`config.mk`:
```
export PLATFORM = sky130hd
export DESIGN_NAME = cyclic_state_sequencer
export DESIGN_NICKNAME = d
export VERILOG_FILES = /design/src/rtl/cyclic_state_sequencer_pkg.sv /design/src/rtl/cyclic_state_sequencer_dwell.sv /design/src/rtl/cyclic_state_sequencer.sv
export SDC_FILE = /design/constraint.sdc
export NUM_CORES = 1
export LEC_CHECK = 0
export BUFFER_PORTS_ARGS = -buffer_cell sky130_fd_sc_hd__buf_2
export CAP_MARGIN = 20
export CORE_AREA = 2 2 39 41
export CTS_CLUSTER_DIAMETER = 200
export CTS_CLUSTER_SIZE = 25
export DETAILED_ROUTE_END_ITERATION = 12
export DIE_AREA = 0 0 41 43
export PLACE_DENSITY = 0.45
export RECOVER_POWER = 100
export REMOVE_ABC_BUFFERS = 1
export SETUP_SLACK_MARGIN = 0.15
export SLEW_MARGIN = 10
export SYNTH_ARGS = -nofsm -noshare
export SYNTH_HDL_FRONTEND = slang
export SYNTH_HIERARCHICAL = 1
export SYNTH_SLANG_ARGS = --single-unit
```
`constraint.sdc`:
```
create_clock -name clk -period 3.6 [get_ports clk]
set_input_delay 0.18 -clock clk [delete_from_list [all_inputs] [get_ports clk]]
set_output_delay 0.18 -clock clk [all_outputs]
set_load 0.05 [all_outputs]
```
`src/rtl/cyclic_state_sequencer_pkg.sv`:
```
// Shared types and sizing helpers for the cyclic state sequencer
// and the timed FSMs built around it.
package seq_pkg;

  typedef enum logic {
    DIR_UP   = 1'b0,
    DIR_DOWN = 1'b1
  } dir_e;

  // Counter width able to hold 0..n-1, never narrower than one bit.
  function automatic int cnt_width(input int n);
    return ($clog2(n) < 1) ? 1 : $clog2(n);
  endfunction

endpackage

```
`src/rtl/cyclic_state_sequencer_dwell.sv`:
```
// Dwell counter: asserts done on the enabled cycle that completes
// DWELL enabled cycles; restart zeroes the count and suppresses done.
module seq_dwell_counter
  import seq_pkg::*;
#(
  parameter int DWELL = 1
) (
  input  logic clk,
  input  logic rst_n,
  input  logic en,
  input  logic restart,
  output logic done
);

  localparam int CW = cnt_width(DWELL);
  localparam logic [CW-1:0] LAST = CW'(DWELL - 1);

  logic [CW-1:0] r_cnt;
  logic          w_last;

  assign w_last = (r_cnt == LAST);
  assign done   = en & ~restart & w_last;

  always_ff @(posedge clk or negedge rst_n) begin
    if (!rst_n) begin
      r_cnt <= '0;
    end else if (restart) begin
      r_cnt <= '0;
    end else if (en) begin
      r_cnt <= w_last ? '0 : r_cnt + 1'b1;
    end
  end

endmodule

```
`src/rtl/cyclic_state_sequencer.sv`:
```
// Ring sequencer over NUM_STATES encodings with per-state dwell, up/down
// stepping, synchronous load, wrap pulse and sticky illegal-state fault.
module cyclic_state_sequencer
  import seq_pkg::*;
#(
  parameter int NUM_STATES = 3,
  parameter int DWELL      = 1,
  parameter int STATE_W    = $clog2(NUM_STATES)
) (
  input  logic               clk,
  input  logic               rst_n,
  input  logic               en,
  input  logic               dir,
  input  logic               load,
  input  logic [STATE_W-1:0] load_val,
  input  logic               clr_fault,
  output logic [STATE_W-1:0] state_out,
  output logic               wrap,
  output logic               fault
);

  // Compare against the top legal code so a power-of-2 NUM_STATES never
  // needs a constant wider than STATE_W.
  localparam logic [STATE_W-1:0] LAST_ST = STATE_W'(NUM_STATES - 1);

  logic [STATE_W-1:0] r_state;
  logic               r_wrap;
  logic               r_fault;

  logic [STATE_W-1:0] w_state_nxt;
  logic               w_wrap_nxt;
  logic               w_fault_set;
  logic               w_illegal;
  logic               w_load_bad;
  logic               w_restart;
  logic               w_step;
  dir_e               w_dir;

  assign w_illegal  = (r_state > LAST_ST);
  assign w_load_bad = (load_val > LAST_ST);
  assign w_restart  = w_illegal | load;
  assign w_dir      = dir_e'(dir);

  seq_dwell_counter #(
    .DWELL (DWELL)
  ) u_dwell (
    .clk     (clk),
    .rst_n   (rst_n),
    .en      (en),
    .restart (w_restart),
    .done    (w_step)
  );

  always_comb begin
    w_state_nxt = r_state;
    w_wrap_nxt  = 1'b0;
    w_fault_set = 1'b0;
    if (w_illegal) begin
      w_state_nxt = '0;
      w_fault_set = 1'b1;
    end else if (load) begin
      if (w_load_bad) begin
        w_state_nxt = '0;
        w_fault_set = 1'b1;
      end else begin
        w_state_nxt = load_val;
      end
    end else if (w_step) begin
      if (w_dir == DIR_UP) begin
        if (r_state == LAST_ST) begin
          w_state_nxt = '0;
          w_wrap_nxt  = 1'b1;
        end else begin
          w_state_nxt = r_state + 1'b1;
        end
      end else begin
        if (r_state == '0) begin
          w_state_nxt = LAST_ST;
          w_wrap_nxt  = 1'b1;
        end else begin
          w_state_nxt = r_state - 1'b1;
        end
      end
    end
  end

  // A new fault outranks a simultaneous clear.
  always_ff @(posedge clk or negedge rst_n) begin
    if (!rst_n) begin
      r_state <= '0;
      r_wrap  <= 1'b0;
      r_fault <= 1'b0;
    end else begin
      r_state <= w_state_nxt;
      r_wrap  <= w_wrap_nxt;
      if (w_fault_set) begin
        r_fault <= 1'b1;
      end else if (clr_fault) begin
        r_fault <= 1'b0;
      end
    end
  end

  assign state_out = r_state;
  assign wrap      = r_wrap;
  assign fault     = r_fault;

endmodule

```
* After elaboration in Yosys (flattened, before gate mapping) *
Cells that the tools add are included.
Widths: inputs -> output; s select.

storage, ports and cells
  flip-flop bits (word level) = 5
  bits in latches = 0
  memory bits (writable) = 0
  ROM bits = 0
  output and inout bits = 4
  memories = 0

operators by class
  $add $sub $neg = 3
  multipliers = 0
  divide/modulo/power cells = 0
  order comparisons = 2
  equality and inequality tests = 1
  shift-type cells = 0
  muxes and demuxes = 21
  bitwise gates (word level) = 5
  reductions and logical operators = 4

operators by type and width
  operator             number
  $mux 1               14
  $mux 2               7
  $gt 2x2->1 const B   2
  $reduce_bool 2->1    2
  $reduce_bool 3->1    1
  $add 2x1->2 const B  1
  $and 1x1->1          2
  $eq 2x2->1 const B   1
  $logic_not 2->1      1
  $not 1->1            2
  $sub 2x1->2 const B  1
  $add 1x1->1 const B  1
  $or 1x1->1           1

* Logic depth before layout (Yosys ltp) *
  depth in word-level cells = 8
  depth in mapped cells = 6

* Cells and area by module *
The synthesis kept the hierarchy.

modules (own cells, without submodules)
  module                  instances  cells each  area each (um^2)
  cyclic_state_sequencer  1          28          294.0
  seq_dwell_counter       1          1           13.8

* Worst setup path before layout *
No wires, ideal clock.

  kind = register to register
  start = register r_state[1], in the netlist state_out[1]
  end = register r_state[0], in the netlist state_out[0]
  setup time = 80 ps
  arrival = 1557 ps
  required time = 3520 ps
  slack = 1963 ps
  stages on the path, launching flop included = 7
  buffers on the path = 0
  clock period less this slack = 1637 ps
  cells stage by stage = dfrtp_1 -> ha_1 -> nor2_1 -> inv_1 -> nor2b_4 -> o31a_1 -> o22ai_2

between the ends
  word-level cells in the longest chain between the ends = 6

RTL lines
  what                                line                                RTL
  start, declared                     cyclic_state_sequencer.sv:26        logic [STATE_W-1:0] r_state;
  start signal, assigned              cyclic_state_sequencer.sv:94        r_state <= w_state_nxt;
  $gt 2x2->1                          cyclic_state_sequencer.sv:39        assign w_illegal = (r_state > LAST_ST);
  $or 1x1->1                          cyclic_state_sequencer.sv:41        assign w_restart = w_illegal | load;
  via w_restart                       cyclic_state_sequencer.sv:35        logic w_restart;
  $not 1->1                           cyclic_state_sequencer_dwell.sv:22  assign done = en & ~restart & w_last;
  $and 1x1->1 (2 in a row)            cyclic_state_sequencer_dwell.sv:22
  via w_step                          cyclic_state_sequencer.sv:36        logic w_step;
  $reduce_bool 3->1 (no source line)  n/a

The timed path passes the listed nets, and every way through them passes these cells. The select of a mux whose other input is x is not followed.
A chain may end at the register's enable or synchronous reset.

* Worst setup path in the final report *
Ends and elaborated chain as after synthesis.

==> metrics.yaml <==
status: "completed"
max_stage_delay_ns: 0.42
clock_path_buffers: 2
grtUsageTotal_pct: 8.22
grt_pass1_vias: 254
path_cells: "ha_1 > nor2_1 > inv_1 > nor2b_1 > o31a_1 > o22ai_1"
finalHoldViolations: 0
antenna_cells: 0
multi_input_area_um2: 183
timing.rr.start: "state_out[1]$_DFFE_PN0P_"
timing.setup.tns_ns: 0
cts-root-buf: "clkbuf_4"
die_h_um: 43
clk_pin_slew_ns: 0.04
wl_met2_um: 265
p_total_mw: 0.162
final_antenna_net_count: 0
io_pins: 12
num_rows: 14
dr.pass1.iters: 1
grt_start_max_net_pins: 7
cp_max_fo: 5
viasPerCell: 4.37
drt_iter0_markers: 0
worstPathRequired_ns: 3.70
cts_hold_buf: 1
synthCells: 29
yosys_warnings: 6
routedWlPerCell_um: 9.72
worstSetupPathType: "flop to flop"
grt_pass1_wl_um: 924
met1_length_um: 235
final_max_slew_viol_count: 0
synthToLayoutAreaGrowth_pct: 28.5
maxCapViolCount: 0
crit_buf_inv: 1
min_period_ns: 1.41
max_freq_mhz: 711
die_x_um: 41
clock_latency_ns: 0.23
drc: 0
finalCritPeriodShare_pct: 39.1
critPathLaunchType: "flop"
start_util_pct: 22.2
htree_levels: 1
top_layer_used: "met4"
cts_tree: "built"
grt_overflow: 0
leakage_nw: 0.192
cts_resized: 0
syn_area_um2: 308
fin_cells: 60
layout-drive-gt1-share_pct: 20.5
synth-seq-area-share_pct: 32.5
power.density_nw_per_um2: 409
cpLargestDelayFamily: "flip-flops"
fin_skew_ns: 0.00572
n_fill_cell: 150
min_path_type: "input pin to flop"
fp.coreArea_um2: 1380
layout.area.seq_um2: 100
startpoint: "state_out[1]$_DFFE_PN0P_"
worst_pin_slew_ns: 0.596
crit_arrival_ns: 1.51
ir_worst_vdd_v: 0.000100
post_cts.repair.setup_buffers: 0
antenna_found_initial: 0
syn-mean-instance-area_um2: 10.6
slowest_stage: "dfrtp_1"
gp_congestion: 0.672
worstHoldStart: "load_val[1]"
cts_made_buffers: 3
fin_nets: 60
synth-seq-cells: 4
setup_viol: 0
critPathCaptureType: "flop"
port_buffers: 11
dr_wl_met3_um: 47
cts_sinks: 4
rsz0062_at_grt: "no"
dp.cells: 56
die_area_um2: 1760
place.detailed.hpwl_um: 449
finalWirelength_um: 583
relSlewSlack_pct: 60.4
vias: 262
ys_types: 14
==> per-layer routing <==
| metal | vias up | track usage (%) |
|---|---|---|
| li1 | 134 | - |
| met1 | 113 | 8.33 |
| met2 | 11 | 11.9 |
| met3 | 4 | 0 |
| met4 | 0 | 12.0 |
| met5 | - | 0 |
==> where the power goes <==
part | internal, mW | switching (mW) | total (mW)
logic | 0.0175 | 0.0359 | 0.0533
registers | 0.0501 | 0.00425 | 0.0543
clock network | 0.0372 | 0.0170 | 0.0542
total | 0.105 | 0.0571 | 0.162
==> per-stage QoR <==
stage | util, % | worst slack, ns | instance area, um^2 | hold WS, ns
3_5_place_dp | 27.7 | 2.22 | 383 | -0.0110
3_3_place_gp | 27.7 | 2.18 | 383 | -0.00960
5_1_grt | 28.6 | 2.03 | 395 | 0.258
2_1_floorplan | - | 1.96 | 308 | -0.116
6_report | 28.6 | 2.19 | 395 | 0.236
4_1_cts | 30.0 | 2.20 | 415 | 0.226
==> cells in the mapped netlist, drive strengths merged <==
cell type	count	area, um^2
ha	6	75.1
dfrtp	4	100
inv	3	11.3
mux2i	2	20.0
nand2	2	7.51
nand3b	2	15.0
nor2	2	7.51
nor2b	2	20.0
o22ai	2	18.8
o31a	2	17.5
a311o	1	10.0
o21ai	1	5.00
==> state kept, by name, summed over array words and instances (netlist names) <==
signal     cells
fault          1
state_out      2
wrap           1
==> kinds of logic (layout without fill, tap and decap cells) <==
kind of cell | Yosys count | in the layout | synth area share, %
simple gates | 8 | 8 | 16.3
fa+ha+maj | 6 | 6 | 24.4
compound gates | 6 | 6 | 16.7
flops | 4 | 4 | 32.5
buf+inv | 3 | 18 | 3.66
mux | 2 | 2 | 6.50
==> layout make-up <==
cell class | instances | share of cell area, %
Multi-Input combinational cell | 22 | 46.2
Sequential cell | 4 | 25.3
Timing Repair Buffer | 12 | 14.9
Clock buffer | 3 | 5.70
Tap cell | 16 | 5.06
Inverter | 3 | 2.85
==> worst paths after layout <==
path / end / slack, ns / depth (start not counted)
setup / recovery: state_out[0]$_DFFE_PN0P_ / 2.19 / 6
hold / removal: fault$_DFFE_PN0P_ / 0.24 / 2
setup reg to reg: state_out[0]$_DFFE_PN0P_ / 2.19 / 6
hold reg to reg: fault$_DFFE_PN0P_ / 0.62 / 2
max in group asynchronous: wrap$_DFF_PN0_ / 3.11 / 2
min in group asynchronous: state_out[1]$_DFFE_PN0P_ / 0.31 / 2
==> cell usage in the layout, fill, tap and decap left out, drive strengths merged <==
master	instances
o31a	2
nand3b	2
o22ai	2
mux2i	2
clkbuf	8
buf	6
dfrtp	4
nor2	2
inv	3
ha	6
dlygate4sd3	1
a311o	1
o21ai	1
nand2	2
nor2b	2
No activity file was read; power rests on OpenSTA's default activity.
